File: src/rtl/regfile_loader_if.sv
// Preload stream from the test harness into regfile_loader: one (index, value) word per handshake.
interface regfile_loader_if #(
  parameter int unsigned IDX_W = 5
);
  logic             in_valid;
  logic             in_ready;
  logic [IDX_W-1:0] in_reg;
  logic [31:0]      in_data;
  logic             in_last;

  modport master (
    output in_valid,
    output in_reg,
    output in_data,
    output in_last,
    input  in_ready
  );

  modport slave (
    input  in_valid,
    input  in_reg,
    input  in_data,
    input  in_last,
    output in_ready
  );
endinterface

File: src/rtl/regfile_loader.sv
// Preload-and-run sequencer: writes preload words into the regfile with the processor held in
// reset, releases the processor for a programmed number of cycles, then freezes it.
module regfile_loader #(
  parameter int unsigned NUM_REGS = 32,
  parameter int unsigned CYC_W    = 10
) (
  input  logic                        clock,
  input  logic                        reset,
  input  logic                        start,
  input  logic [CYC_W-1:0]            num_cycles,
  regfile_loader_if.slave             pre,
  output logic                        wr_en,
  output logic [$clog2(NUM_REGS)-1:0] wr_reg,
  output logic [31:0]                 wr_data,
  output logic                        loader_active,
  output logic                        proc_reset,
  output logic [CYC_W-1:0]            run_count,
  output logic                        done,
  output logic                        error
);

  localparam int unsigned IdxW = $clog2(NUM_REGS);

  typedef enum logic [2:0] {
    StIdle,
    StLoad,
    StRelease,
    StRun,
    StDone
  } state_e;

  state_e            state_q, state_d;
  logic [CYC_W-1:0]  ncyc_q, ncyc_d;
  logic [CYC_W-1:0]  run_count_q, run_count_d;
  logic              error_q, error_d;
  logic              wr_en_q, wr_en_d;
  logic [IdxW-1:0]   wr_reg_q, wr_reg_d;
  logic [31:0]       wr_data_q, wr_data_d;
  logic              handshake;

  assign handshake = pre.in_valid && (state_q == StLoad);

  always_comb begin
    state_d     = state_q;
    ncyc_d      = ncyc_q;
    run_count_d = run_count_q;
    error_d     = error_q;
    wr_en_d     = 1'b0;
    wr_reg_d    = wr_reg_q;
    wr_data_d   = wr_data_q;

    unique case (state_q)
      StIdle, StDone: begin
        if (start) begin
          state_d     = StLoad;
          ncyc_d      = num_cycles;
          run_count_d = '0;
          error_d     = 1'b0;
        end
      end
      StLoad: begin
        if (handshake) begin
          // r0 is hardwired: flag the attempt instead of issuing the write.
          if (pre.in_reg == '0) begin
            error_d = 1'b1;
          end else begin
            wr_en_d   = 1'b1;
            wr_reg_d  = pre.in_reg;
            wr_data_d = pre.in_data;
          end
          if (pre.in_last) begin
            state_d = StRelease;
          end
        end
      end
      StRelease: begin
        state_d = (ncyc_q != '0) ? StRun : StDone;
      end
      StRun: begin
        run_count_d = run_count_q + 1'b1;
        if (run_count_q == ncyc_q - 1'b1) begin
          state_d = StDone;
        end
      end
      default: begin
        state_d = StIdle;
      end
    endcase
  end

  always_ff @(posedge clock or negedge reset) begin
    if (!reset) begin
      state_q     <= StIdle;
      ncyc_q      <= '0;
      run_count_q <= '0;
      error_q     <= 1'b0;
      wr_en_q     <= 1'b0;
      wr_reg_q    <= '0;
      wr_data_q   <= '0;
    end else begin
      state_q     <= state_d;
      ncyc_q      <= ncyc_d;
      run_count_q <= run_count_d;
      error_q     <= error_d;
      wr_en_q     <= wr_en_d;
      wr_reg_q    <= wr_reg_d;
      wr_data_q   <= wr_data_d;
    end
  end

  // All status outputs decode from registered state, so async reset reaches them immediately.
  assign pre.in_ready    = (state_q == StLoad);
  assign loader_active   = (state_q == StLoad) || (state_q == StRelease);
  assign proc_reset      = (state_q != StRun);
  assign done            = (state_q == StDone);
  assign run_count       = run_count_q;
  assign error           = error_q;
  assign wr_en           = wr_en_q;
  assign wr_reg          = wr_reg_q;
  assign wr_data         = wr_data_q;

endmodule

File: src/flat_wrapper.sv
// flat-port wrapper written by rule: the top's interface ports become plain ports
module regfile_loader_flat 
#(
  parameter int unsigned NUM_REGS = 32,
  parameter int unsigned CYC_W    = 10
)
  (clock, reset, start, num_cycles, wr_en, wr_reg, wr_data, loader_active, proc_reset, run_count, done, error, pre_in_valid, pre_in_reg, pre_in_data, pre_in_last, pre_in_ready);
  regfile_loader_if #(.IDX_W(5)) pre_i ();
  input  logic clock;
  input  logic reset;
  input  logic start;
  input  logic [CYC_W-1:0] num_cycles;
  output logic wr_en;
  output logic [$clog2(NUM_REGS)-1:0] wr_reg;
  output logic [31:0] wr_data;
  output logic loader_active;
  output logic proc_reset;
  output logic [CYC_W-1:0] run_count;
  output logic done;
  output logic error;
  input wire logic [$bits(pre_i.in_valid)-1:0] pre_in_valid;
  input wire logic [$bits(pre_i.in_reg)-1:0] pre_in_reg;
  input wire logic [$bits(pre_i.in_data)-1:0] pre_in_data;
  input wire logic [$bits(pre_i.in_last)-1:0] pre_in_last;
  output wire logic [$bits(pre_i.in_ready)-1:0] pre_in_ready;
  assign pre_i.in_valid = pre_in_valid;
  assign pre_i.in_reg = pre_in_reg;
  assign pre_i.in_data = pre_in_data;
  assign pre_i.in_last = pre_in_last;
  assign pre_in_ready = pre_i.in_ready;
  regfile_loader #(.NUM_REGS(NUM_REGS), .CYC_W(CYC_W)) u_core (.clock(clock), .reset(reset), .start(start), .num_cycles(num_cycles), .pre(pre_i), .wr_en(wr_en), .wr_reg(wr_reg), .wr_data(wr_data), .loader_active(loader_active), .proc_reset(proc_reset), .run_count(run_count), .done(done), .error(error));
endmodule
File: config.mk
export PLATFORM = sky130hd
export DESIGN_NAME = regfile_loader_flat
export DESIGN_NICKNAME = d
export VERILOG_FILES = /design/src/rtl/regfile_loader_if.sv /design/src/rtl/regfile_loader.sv /design/src/flat_wrapper.sv
export SDC_FILE = /design/constraint.sdc
export NUM_CORES = 1
export LEC_CHECK = 0
export BUFFER_PORTS_ARGS = -buffer_cell sky130_fd_sc_hd__buf_2
export CELL_PAD_IN_SITES_DETAIL_PLACEMENT = 2
export CELL_PAD_IN_SITES_GLOBAL_PLACEMENT = 2
export CORE_MARGIN = 2
export CORE_UTILIZATION = 29
export CTS_BUF_LIST = sky130_fd_sc_hd__clkbuf_4 sky130_fd_sc_hd__clkbuf_8 sky130_fd_sc_hd__clkbuf_16
export DETAILED_ROUTE_END_ITERATION = 8
export PLACE_DENSITY = 0.84
export RECOVER_POWER = 50
export SYNTH_ARGS = -nofsm -noshare
export SYNTH_HDL_FRONTEND = slang
export SYNTH_SLANG_ARGS = --single-unit
File: constraint.sdc
create_clock -name clock -period 2.4 [get_ports clock]
set_input_delay 0 -clock clock [delete_from_list [all_inputs] [get_ports clock]]
set_output_delay 0 -clock clock [all_outputs]
set_load 0.005 [all_outputs]
==> Yosys cells after proc, flatten, opt, wreduce, memory -nomap -nowiden <==
Index checks and enable logic that the tools add are counted.
{ "classes": {"add_sub_neg": 2, "mul": 0, "n_div": 0, "order_cmp": 0, "eq_ne": 11, "shifts": 0, "n_mux": 15, "bitwise": 1, "reduce_logical": 13} }
{ "ops": {"columns": ["cell", "n"], "rows": [
  ["10-bit one-hot mux with 2 select lines", 1],
  ["3-bit two-way mux", 5],
  ["3-bit one-hot mux with 4 select lines", 1],
  ["10-bit by 1-bit adder with 10-bit output (second input constant)", 1],
  ["10-bit == test", 1],
  ["10-bit two-way mux", 1],
  ["10-bit nonzero test", 1],
  ["10-bit by 1-bit subtractor with 10-bit output (second input constant)", 1],
  ["4-bit AND reduction", 2],
  ["3-bit by 2-bit == test with 1-bit output (second input constant)", 2],
  ["1-bit two-way mux", 6],
  ["2-bit by 1-bit inequality test with 1-bit output (second input constant)", 3],
  ["5-bit logical NOT", 1],
  ["2-bit inequality test (second input constant)", 2],
  ["2-bit AND reduction", 2],
  ["2-bit nonzero test", 2],
  ["3-bit by 1-bit == test with 1-bit output (second input constant)", 1],
  ["3-bit == test (second input constant)", 1],
  ["3-bit logical NOT", 1],
  ["3-bit by 2-bit inequality test with 1-bit output (second input constant)", 1],
  ["3-bit AND reduction", 1],
  ["1-bit one-hot mux with 2 select lines", 1],
  ["2-bit OR reduction", 1],
  ["1-bit logical AND", 1],
  ["2 further kinds", 2]
]} }
{ "totals": {"regBits": 62, "latch_bits": 0, "mem_bits_rw": 0, "mem_bits_ro": 0, "input_bits": 52, "output_inout_bits": 53, "wordCells": 49, "n_memories": 0} }

==> Depth between registers and ports, before layout <==
{ "depth": {"word_depth": 4, "depth_mapped": 8, "mapped_depth_nobuf": 8} }

==> Worst setup path before layout <==
No wires, ideal clock.
{ "synth_timing": {"path_kind": "register to register", "start": "reg u_core.ncyc_q[0]", "end": "reg u_core.state_q[0]", "arrival_time_ns": 1.894, "required_ns": 2.273, "path_slack_ns": 0.379, "path_stages_with_launch": 9, "path_buffers": 0, "synth_period_minus_slack_ns": 2.021, "cell_sequence": "dfrtp_1 > inv_1 > ha_1 > or4b_2 > or3_2 > nand2_1 > nor2_1 > a21oi_1 > o22ai_1"} }
{ "synth_between": {"elab_chain_cells": 4} }
{ "synth_rtl": {"columns": ["item", "line_no", "text"], "rows": [
  ["start, declared", "regfile_loader.sv:33", "logic [CYC_W-1:0] ncyc_q, ncyc_d;"],
  ["start signal, assigned", "regfile_loader.sv:102", "ncyc_q <= ncyc_d;"],
  ["10-bit by 1-bit subtractor with 10-bit output", "regfile_loader.sv:81", "if (run_count_q == ncyc_q - 1'b1) begin"],
  ["10-bit == test", "regfile_loader.sv:81", null],
  ["2-bit by 1-bit inequality test with 1-bit output (no source line)", null, null],
  ["4-bit AND reduction (no source line)", null, null],
  ["end signal, assigned", "regfile_loader.sv:93", "state_q <= StIdle;"],
  ["end signal, assigned", "regfile_loader.sv:101", "state_q <= state_d;"],
  ["end, declared", "regfile_loader.sv:32", "state_e state_q, state_d;"]
]} }
Several ways; a longest one is shown, not always the timed one.
A chain may end at the register's enable or synchronous reset.

==> Worst setup path in the final report <==
Same ends and word-level chain as after synthesis.

==> results.md <==
* Status: finished clean
* Lkg Pwr at 2.11 nW
* CTS max path bufs at 2
* Nets@finish at 525
* Post-CTS sizing at 0
* # DRC at 0
* Io pins at 105
* DRT iter0 DRCs at 53
* Total of max-cap violations at 0
* Die area at 10900 um2
* Input/output buffers at 104
* Ys async rst share at 1.00
* Final setup TNS at 0 ns
* Final period util at 0.944
* Hold Path Cell Cnt at 4
* Chip width at 104 um
* Register area at 1550 um2
* Non-filler cells in the finished layout at 608
* Rows at 36
* Initial core utilization at 0.299
* Placeable Area at 9770 um2
* Max reg flops at 32
* Antenna violations before repair at 0
* Layout cells sized above 1 at 0.255
* CP endpoint kind: flip-flop
* P&R area growth vs syn at 47.6%
* Worst setup path class: flip-flop to flip-flop
* Clock latency at the later pin of the worst-skew pair at 0.35 ns
* Wire per inst at 18.9 um
* Fin. Hold Viols at 0
* CTS buffer count at 9
* Filler instances at 1082
* Overflow after GRT at 0
* Yosys warns at 0
* Global router's overall resource usage at 0.228
* Clock transition at path regs at 0.07 ns
* #FFs+latches synth at 62
* Critical path required time at 2.62 ns
* Antenna viol nets, final at 0
* Sink Count at 62
* P per Cell Area at 1190 nW/um2
* Mapped Area at 2920 um2
* Vias in the first global route at 3561
* Clock Power Share at 0.218
* Multi-input logic area at 1290 um2
* Commonest non-fill, non-tap cells in the layout: 113 x nand2_1, 69 x buf_2, 62 x dfrtp_1
* Vias at 2904
* Post-CTS Setup Inserts at 0
* Placed insts at 542
* Root Driver: clkbuf_8
* Crit path DAT at 2.49 ns
* Pint at 3.08 mW
* Max Clock Skew at 0.00971 ns
* Post-synthesis area per instance at 9.52 um2
* Peak supply drop at 402 uV
* Routed WL at 11500 um
* NetSw at 2.06 mW
* Largest net degree at the start of global routing at 26
* Syn Nets at 362
* Relative slew margins at 0.0579
* HPWL after detailed placement at 7240 um
* Sw Share at 0.401
* CTS HTree Levels at 3
* Post-synth EDFFs at 0
* Slew Limit Fails at 0
* Combinational fraction of design power at 0.401
* Top_reg_cell synth: dfrtp_1
* Crit path max fanout at 5
* Inserted Diodes at 0
* Post-synth cell types at 46
* Worst slew pin tran at 1.41 ns
* CTS tree: yes
* Sequential fraction of the synthesis area at 0.531
* Hold WC Path Type: input port to flip-flop
* Crit start category: flip-flop
* Peak Freq at 0.442 GHz
* Worst Reg-to-Reg Cells at 8
* Die H at 104 um
* Min Tclk post-route at 2.26 ns
* RSZ-0062 raised after global routing: no
* First-pass GRT wire length at 19300 um
* Commonest non-fill, non-tap cell in the layout: nand2_1
* GP Congestion at 0.853
* Final Setup Violations at 0
* Sequential share of power at 0.381
* Vias per cell at 4.78
* Initial DRT Pass Iterations at 4
* Syn Inst Count at 307
power by group through the flow:
stage | clock, mW | combinational [mW] | sequential [mW]
after global routing | 1.20 | 2.34 | 2.04
after CTS | 1.15 | 2.11 | 1.93
final | 1.12 | 2.07 | 1.96
after global placement | 0 | 1.91 | 1.91
after floorplan | 0 | 1.19 | 1.85
after detailed placement | 0 | 2.02 | 1.94
metrics by stage:
step                setup WS [ns]  hold WS, ns  instance area, um2   util  total power [mW]
finish                      0.135       0.0793                4310  0.441              5.15
global route               0.0181       0.0957                4310  0.441              5.58
CTS                         0.117       0.0618                4370  0.447              5.19
detailed placement          0.163       0.0416                3630  0.372              3.96
global placement            0.259       0.0302                3630  0.372              3.82
floorplan                   0.379       -0.296                2920      -              3.04
synth_stat cells (2+ instances only):
cell | number | area, um2
buf_4 | 2 | 15.0
nor4_1 | 2 | 12.5
nand2_1 | 113 | 424
xor2_1 | 4 | 35.0
a21oi_1 | 7 | 35.0
and2_1 | 2 | 12.5
or4_4 | 2 | 22.5
nor3_1 | 2 | 10.0
ha_1 | 3 | 37.5
nor2_1 | 13 | 48.8
inv_1 | 5 | 18.8
or3_2 | 2 | 15.0
mux2_2 | 15 | 169
mux2i_1 | 4 | 40.0
clkbuf_1 | 7 | 26.3
dfrtp_1 | 62 | 1550
nand4_1 | 3 | 18.8
nand3_1 | 8 | 40.0
o21ai_0 | 9 | 45.0
and3_1 | 2 | 12.5
xnor2_1 | 10 | 87.6
a31oi_1 | 4 | 25.0
nor2b_1 | 3 | 18.8
repair_timing:
item,4_1_cts,5_1_grt
endpoints found under the setup margin,0,0
hold buffers,50,0
endpoints found under the hold margin,71,0
layer usage:
metal	track usage	up-vias	routed length [um]
li1	-	1345	-
met1	0.262	1463	4660
met2	0.411	83	6030
met3	0.0620	13	601
met4	0.0666	0	190
met5	0	-	0
kinds of logic after synthesis:
family | count (synthesis) | synth area share
compound gates | 29 | 0.0655
mux | 19 | 0.0715
flops | 62 | 0.531
buf+inv | 18 | 0.0287
simple gates | 162 | 0.248
xor+xnor | 14 | 0.0420
fa+ha+maj | 3 | 0.0128
worst paths after layout:
path	from	end	slack, ns
max in group asynchronous	reset	u_core.wr_data[27]	0.57
min in group asynchronous	reset	u_core.run_count[9]	0.51
hold reg to reg	u_core.wr_data[29]	u_core.wr_data[29]	0.48
hold / removal	pre_in_last	u_core.state_q[0]	0.08
setup reg to reg	u_core.ncyc_q[0]	u_core.state_q[0]	0.14
setup / recovery	u_core.ncyc_q[0]	u_core.state_q[0]	0.14
worst max-delay path: stages (launching register included):
cell and delay [ns]:
dfrtp_1 0.43, inv_1 0.10, ha_1 0.15, or4b_2 0.59, or3_2 0.47, nand2_1 0.09
nor2_1 0.05, a21oi_1 0.15, o22ai_1 0.10
area by class of cell:
type	count	area share
clock buffer	13	0.0400
clock inverter	3	0.0151
inverter	6	0.00522
multi-input combinational	227	0.298
sequential	62	0.360
tap	133	0.0386
timing repair buffer	164	0.243
Note: power is estimated with default switching activity, not from simulation.
